### src/rtl/serial_demux_n.sv
// Purpose : framed serial demultiplexer; start bit, port field, length field, then data bits routed to one of 2^PORT_BITS lines.
// Latency : P/Valid/Remain/Done update on the clkEn edge that samples the bit (visible one clk later); frame = 1+PORT_BITS+CNT_BITS+L clkEn edges.
// Backpressure: none; the serial line cannot be stalled, so every Valid pulse must be consumed in the clk cycle it is high.
//
// Ports:
//   clk, rst      rising-edge clock, asynchronous active-high reset
//   clkEn         bit-rate enable; protocol state only moves on edges where it is high
//   SerIn         serial input, idles high, start bit is a 0
//   P[NP]         per-port data lines, only the selected port can be non-zero
//   Valid[NP]     one-clk pulse per data bit delivered on the selected port
//   PortSel       port number of the current or most recent frame
//   Remain        data bits still expected in the current frame
//   Busy          high while a frame is being received
//   Done          one-clk pulse when a frame finishes

module serial_demux_n #(
    parameter int PORT_BITS = 2,
    parameter int CNT_BITS  = 4
) (
    input  logic                        clk,
    input  logic                        rst,
    input  logic                        clkEn,
    input  logic                        SerIn,
    output logic [(1<<PORT_BITS)-1:0]   P,
    output logic [(1<<PORT_BITS)-1:0]   Valid,
    output logic [PORT_BITS-1:0]        PortSel,
    output logic [CNT_BITS-1:0]         Remain,
    output logic                        Busy,
    output logic                        Done
);

    localparam int NP = 1 << PORT_BITS;
    // One counter serves both header fields, so it must cover the wider one.
    localparam int CW = (PORT_BITS > CNT_BITS) ? PORT_BITS : CNT_BITS;

    localparam logic [CW-1:0] PORT_LAST = CW'(PORT_BITS - 1);
    localparam logic [CW-1:0] LEN_LAST  = CW'(CNT_BITS - 1);

    typedef enum logic [1:0] {
        ST_IDLE = 2'd0,
        ST_PORT = 2'd1,
        ST_LEN  = 2'd2,
        ST_DATA = 2'd3
    } state_t;

    state_t                 state_q;
    state_t                 state_d;

    logic [CW-1:0]          bit_cnt_q;
    logic [CW-1:0]          bit_cnt_d;
    logic [PORT_BITS-1:0]   port_sh_q;
    logic [PORT_BITS-1:0]   port_sh_d;
    logic [CNT_BITS-1:0]    len_sh_q;
    logic [CNT_BITS-1:0]    len_sh_d;
    logic [PORT_BITS-1:0]   port_sel_q;
    logic [PORT_BITS-1:0]   port_sel_d;
    logic [CNT_BITS-1:0]    remain_q;
    logic [CNT_BITS-1:0]    remain_d;
    logic [NP-1:0]          p_q;
    logic [NP-1:0]          p_d;
    logic [NP-1:0]          valid_q;
    logic [NP-1:0]          valid_d;
    logic                   done_q;
    logic                   done_d;

    // Field values including the bit being sampled this edge (MSB first).
    logic [PORT_BITS-1:0]   port_next;
    logic [CNT_BITS-1:0]    len_next;
    logic                   port_last_bit;
    logic                   len_last_bit;

    assign port_next     = (port_sh_q << 1) | PORT_BITS'(SerIn);
    assign len_next      = (len_sh_q  << 1) | CNT_BITS'(SerIn);
    assign port_last_bit = (bit_cnt_q == PORT_LAST);
    assign len_last_bit  = (bit_cnt_q == LEN_LAST);

    // ------------------------------------------------------------------
    // State register
    // ------------------------------------------------------------------
    always_ff @(posedge clk or posedge rst) begin
        if (rst) begin
            state_q <= ST_IDLE;
        end else begin
            state_q <= state_d;
        end
    end

    // ------------------------------------------------------------------
    // Next-state logic
    // ------------------------------------------------------------------
    always_comb begin
        state_d = state_q;
        if (clkEn) begin
            case (state_q)
                ST_IDLE: begin
                    if (!SerIn) begin
                        state_d = ST_PORT;
                    end
                end
                ST_PORT: begin
                    if (port_last_bit) begin
                        state_d = ST_LEN;
                    end
                end
                ST_LEN: begin
                    if (len_last_bit) begin
                        // A zero-length frame has no data phase at all.
                        state_d = (len_next == '0) ? ST_IDLE : ST_DATA;
                    end
                end
                ST_DATA: begin
                    // <= 1 rather than == 1 so a corrupted zero count still
                    // returns to IDLE instead of sitting in DATA forever.
                    if (remain_q <= CNT_BITS'(1)) begin
                        state_d = ST_IDLE;
                    end
                end
                default: begin
                    state_d = ST_IDLE;
                end
            endcase
        end
    end

    // ------------------------------------------------------------------
    // Output / datapath next-value logic
    // ------------------------------------------------------------------
    always_comb begin
        bit_cnt_d  = bit_cnt_q;
        port_sh_d  = port_sh_q;
        len_sh_d   = len_sh_q;
        port_sel_d = port_sel_q;
        remain_d   = remain_q;
        p_d        = p_q;          // data lines hold between clkEn edges
        valid_d    = '0;           // pulses always clear on the next clk
        done_d     = 1'b0;

        if (clkEn) begin
            // Any enabled edge that does not carry a data bit clears P,
            // which limits each delivered bit to exactly one bit period.
            p_d = '0;

            case (state_q)
                ST_PORT: begin
                    port_sh_d = port_next;
                    // PortSel only changes once the whole field is known, so
                    // the previous frame's port stays visible during shifting.
                    if (port_last_bit) begin
                        port_sel_d = port_next;
                    end
                end
                ST_LEN: begin
                    len_sh_d = len_next;
                    if (len_last_bit && (len_next != '0)) begin
                        remain_d = len_next;
                    end
                end
                ST_DATA: begin
                    p_d[port_sel_q]     = SerIn;
                    valid_d[port_sel_q] = 1'b1;
                    remain_d = (remain_q == '0) ? '0 : (remain_q - CNT_BITS'(1));
                end
                default: begin
                end
            endcase

            // Frame end is any exit to IDLE from a header/data state.
            done_d = ((state_q == ST_LEN) || (state_q == ST_DATA)) &&
                     (state_d == ST_IDLE);

            // Counter restarts on every state change and only counts in
            // the two header-field states.
            if (state_d != state_q) begin
                bit_cnt_d = '0;
            end else if ((state_q == ST_PORT) || (state_q == ST_LEN)) begin
                bit_cnt_d = bit_cnt_q + CW'(1);
            end else begin
                bit_cnt_d = '0;
            end
        end
    end

    // ------------------------------------------------------------------
    // Datapath registers
    // ------------------------------------------------------------------
    always_ff @(posedge clk or posedge rst) begin
        if (rst) begin
            bit_cnt_q  <= '0;
            port_sh_q  <= '0;
            len_sh_q   <= '0;
            port_sel_q <= '0;
            remain_q   <= '0;
            p_q        <= '0;
            valid_q    <= '0;
            done_q     <= 1'b0;
        end else begin
            bit_cnt_q  <= bit_cnt_d;
            port_sh_q  <= port_sh_d;
            len_sh_q   <= len_sh_d;
            port_sel_q <= port_sel_d;
            remain_q   <= remain_d;
            p_q        <= p_d;
            valid_q    <= valid_d;
            done_q     <= done_d;
        end
    end

    assign P       = p_q;
    assign Valid   = valid_q;
    assign PortSel = port_sel_q;
    assign Remain  = remain_q;
    assign Done    = done_q;
    // Derived from the state register, so it falls together with Done.
    assign Busy    = (state_q != ST_IDLE);

endmodule

### config.mk
export PLATFORM = sky130hd
export DESIGN_NAME = serial_demux_n
export DESIGN_NICKNAME = d
export VERILOG_FILES = /design/src/rtl/serial_demux_n.sv
export SDC_FILE = /design/constraint.sdc
export NUM_CORES = 1
export LEC_CHECK = 0
export CAP_MARGIN = 5
export CORE_ASPECT_RATIO = 1.1
export CORE_MARGIN = 2
export CORE_UTILIZATION = 50
export CTS_BUF_LIST = sky130_fd_sc_hd__clkbuf_4
export CTS_CLUSTER_SIZE = 30
export DETAILED_ROUTE_END_ITERATION = 8
export PLACE_DENSITY = 0.79
export SYNTH_ARGS = -nofsm -noshare
export SYNTH_HDL_FRONTEND = slang
export SYNTH_SLANG_ARGS = --single-unit
### constraint.sdc
create_clock -name clk -period 2 [get_ports clk]
set_input_delay 0.4 -clock clk [delete_from_list [all_inputs] [get_ports clk]]
set_output_delay 0.4 -clock clk [all_outputs]
set_load 0.01 [all_outputs]
==> results.md <==
## Setup path
• 5 — worst-path fanout max
• flop — kind of start point of the critical path
• flop — CP Capture Type
• 2420 ps — data arrival time of the critical path
• sky130_fd_sc_hd__nor4_4 — CP max stage cell
• nor4_4 > o41ai_4 > a222oi_1 > buf_4 > buf_6 > a31oi_1 > o22ai_1 — list of cells traversed by the critical path
• 2260 ps — data required time at the worst endpoint
• flop to flop — worst setup path category
• 520 ps — largest stage delay on the critical path

## Logic synthesis
• 1360 sq um — post-synthesis instance area
• 0 — Yosys Warn Count
• 138 — post-synthesis cell count
• 38 — Synth cell types
• sky130_fd_sc_hd__dfrtp_1 — cell type with the largest total area after synthesis
• sky130_fd_sc_hd__dfrtp_1 — Synth Flop Type
• 100% — async set or reset register ratio after synthesis
• 9.86 sq um — Synth Area per Inst
• 46.0% — share of the yosys chip area belonging to registers
• 46.0% — fraction of post-synthesis cell area in the top cell type by area
• 25 — post-synthesis sequential element count
• 0 — number of synthesized flops with an enable pin
• sky130_fd_sc_hd__dfrtp_1, sky130_fd_sc_hd__ha_1, sky130_fd_sc_hd__mux2_2 — top area cells in the synthesized netlist
• 149 — Post-Syn Nets

## STA
• 67.6% — worst rel slew slack
• 0 — Pins Over Slew Limit
• 108% — period utilisation layout
• 5.19 ps — Clock Skews
• 464 MHz — Max Freq
• -156 ps — Setup WS post-layout
• 2160 ps — min cycle time layout
• 6 — final setup violation count
• -535 ps — summed negative setup slack over all endpoints
• 0 — Final Hold Vio Count
• 482 ps — slew at the pin closest to its max-slew limit
• true — unrepaired setup endpoints after global routing
• 391 ps — final hold slack

## Floorplan
• 19 — count of standard-cell rows
• 58.7 um — Vert. Die Dim
• 53.5% — initial standard-cell utilization of the core
• 3150 sq um — die area
• 2540 sq um — Placeable Area
• 53.7 um — die width
• 20 — Ports

## Global route
• 23.3% — global routing usage summed across all routing layers
• 38.3% — GR Util met2
• 26 — maximum number of pins on one net before global-route repair
• 0 — antenna violations before repair
• 1181 — via count of the first global-routing pass
• 30.6% — global routing usage on met1
• met2 — layer carrying the most global-route usage
• 3.05% — met3 Resource Use GR
• 0 — global route total overflow
• 5.37 mm — global-route wire length before repair

## Cells and area
• sky130_fd_sc_hd__buf_4, sky130_fd_sc_hd__dfrtp_1, sky130_fd_sc_hd__clkdlybuf4s50_1 — leading cell types in the layout, fill and taps excluded
• 42.9% — area growth from synthesis to layout
• 215 — Finished Layout Cells
• 0 — Diodes inserted
• 196 — final-stage net count
• 30.4% — fraction of final layout cells sized beyond drive strength 1
• sky130_fd_sc_hd__buf_4 — leading cell type in the layout, fill and taps excluded
• 76.4% — fin util
• 1940 sq um — final design area excluding fillers

## Placed design
• 201 — instance count after placement with tap cells included
• -486 ps — Placement Setup Slack
• 2.21 mm — HPWL reported at the end of detailed placement
• 0.875 — final weighted congestion in routability-driven placement
• 19 — port bufs
• 1700 sq um — post-detailed-placement cell area

## CTS
• 340 ps — worst skew pair latency
• 2 — CTS max path bufs
• 150 ps — clk slew on worst S/H paths
• sky130_fd_sc_hd__clkbuf_4 — clock root buffer
• done — TritonCTS clock tree
• 25 — Clock Sink Count
• 3 — CTS buffer count
• 1 — H-tree depth

## Run status
• finished with violations — status
• setup timing — failing checks

## Run
• 0 — max capacitance violation total

## Routing
• 0 — DRC violations left
• 3.74 mm — sum of routed wire length over all layers
• 0 — count of nets left with antenna violations after detail routing
• 17.4 um — final routed wire length divided by cell count
• 6 — DR pass1 iterations
• 1261 — via count of the routed design
• 45 — number of design-rule violations left by the first detailed-router iteration
• 5.87 — vias per std cell

## Power
• 2.30 mW — Design Power
• 1180 nW/um^2 — P per Cell Area
• 1.01 mV — Max IR drop VDD
• 0.856 nW — Leak

## Min path
• input pin to async pin — classification of the worst-slack hold path

what timing repair did:
item | in CTS | in global routing
resized for setup | 10 | 16
setup endpoints to repair | 6 | 10
buffers inserted | 6 | 7
hold buffers | 0 | 0
pin swaps | 0 | 11
cloned | 0 | 0
flip-flops by register name, summed over array words and instances (netlist names):
register   flops
state_q        2
Valid          4
len_sh_q       3
bit_cnt_q      4
PortSel        2
Remain         4
port_sh_q      1
P              4
Done           1
report_power, final:
part           leakage (nW)  switching [mW]  internal (mW)
combinational         0.512           0.628          0.638
sequential            0.330           0.152          0.633
clock                0.0139           0.171         0.0768
total                 0.856           0.951           1.35
worst paths after layout:
| kind | start | to | slack [ps] | cells past startpoint |
|---|---|---|---|---|
| setup / recovery | len_sh_q[0] | bit_cnt_q[2] | -160 | 7 |
| hold / removal | rst | len_sh_q[1] | 390 | 3 |
| setup reg to reg | len_sh_q[0] | bit_cnt_q[2] | -160 | 7 |
| hold reg to reg | P[0] | P[0] | 520 | 1 |
| max in group asynchronous | rst | P[3] | 1370 | 3 |
| min in group clk | P[0] | P[0] | 520 | 1 |
cell type report:
type | instances | area [sq um]
multi-input cells | 93 | 787
flip-flops and latches | 25 | 626
fillers | 168 | 601
repair buffers | 47 | 405
inverters | 15 | 56.3
well taps | 31 | 38.8
clock buffers | 3 | 22.5
clock inverters | 1 | 7.51
metal layers:
metal,up-vias,share of wire (%)
met5,-,0
met4,0,3.1
met3,13,3.7
met2,40,52
met1,622,41
li1,586,-
worst max-delay path: cells and delay by family (launching register included):
kind / cells / cell delay, ps
compound gates: 4 / 780
buf+inv: 2 / 310
flops: 1 / 470
simple gates: 1 / 520
kinds of logic (layout without fill, tap and decap cells):
kind of cell    after synthesis  after routing  synth area share, %
compound gates               36             36                 18.0
fa+ha+maj                     7              7                 6.44
buf+inv                      20             66                 6.07
flops                        25             25                 46.0
mux                           7              7                 5.70
simple gates                 43             43                 17.8
synthesized netlist by cell type (all sizes together), types with 2 or more instances:
master and n:
dfrtp 25, inv 15, nand2 12, o21ai 9, ha 7, nor2 7
mux2 6, a21oi 5, nor3 5, clkbuf 4, nand3 4, o2bb2ai 4
a31oi 3, nand2b 3, nor2b 3, o22ai 3, a21o 2, nor4 2
or3b 2
(Power assumes the default switching activity.)
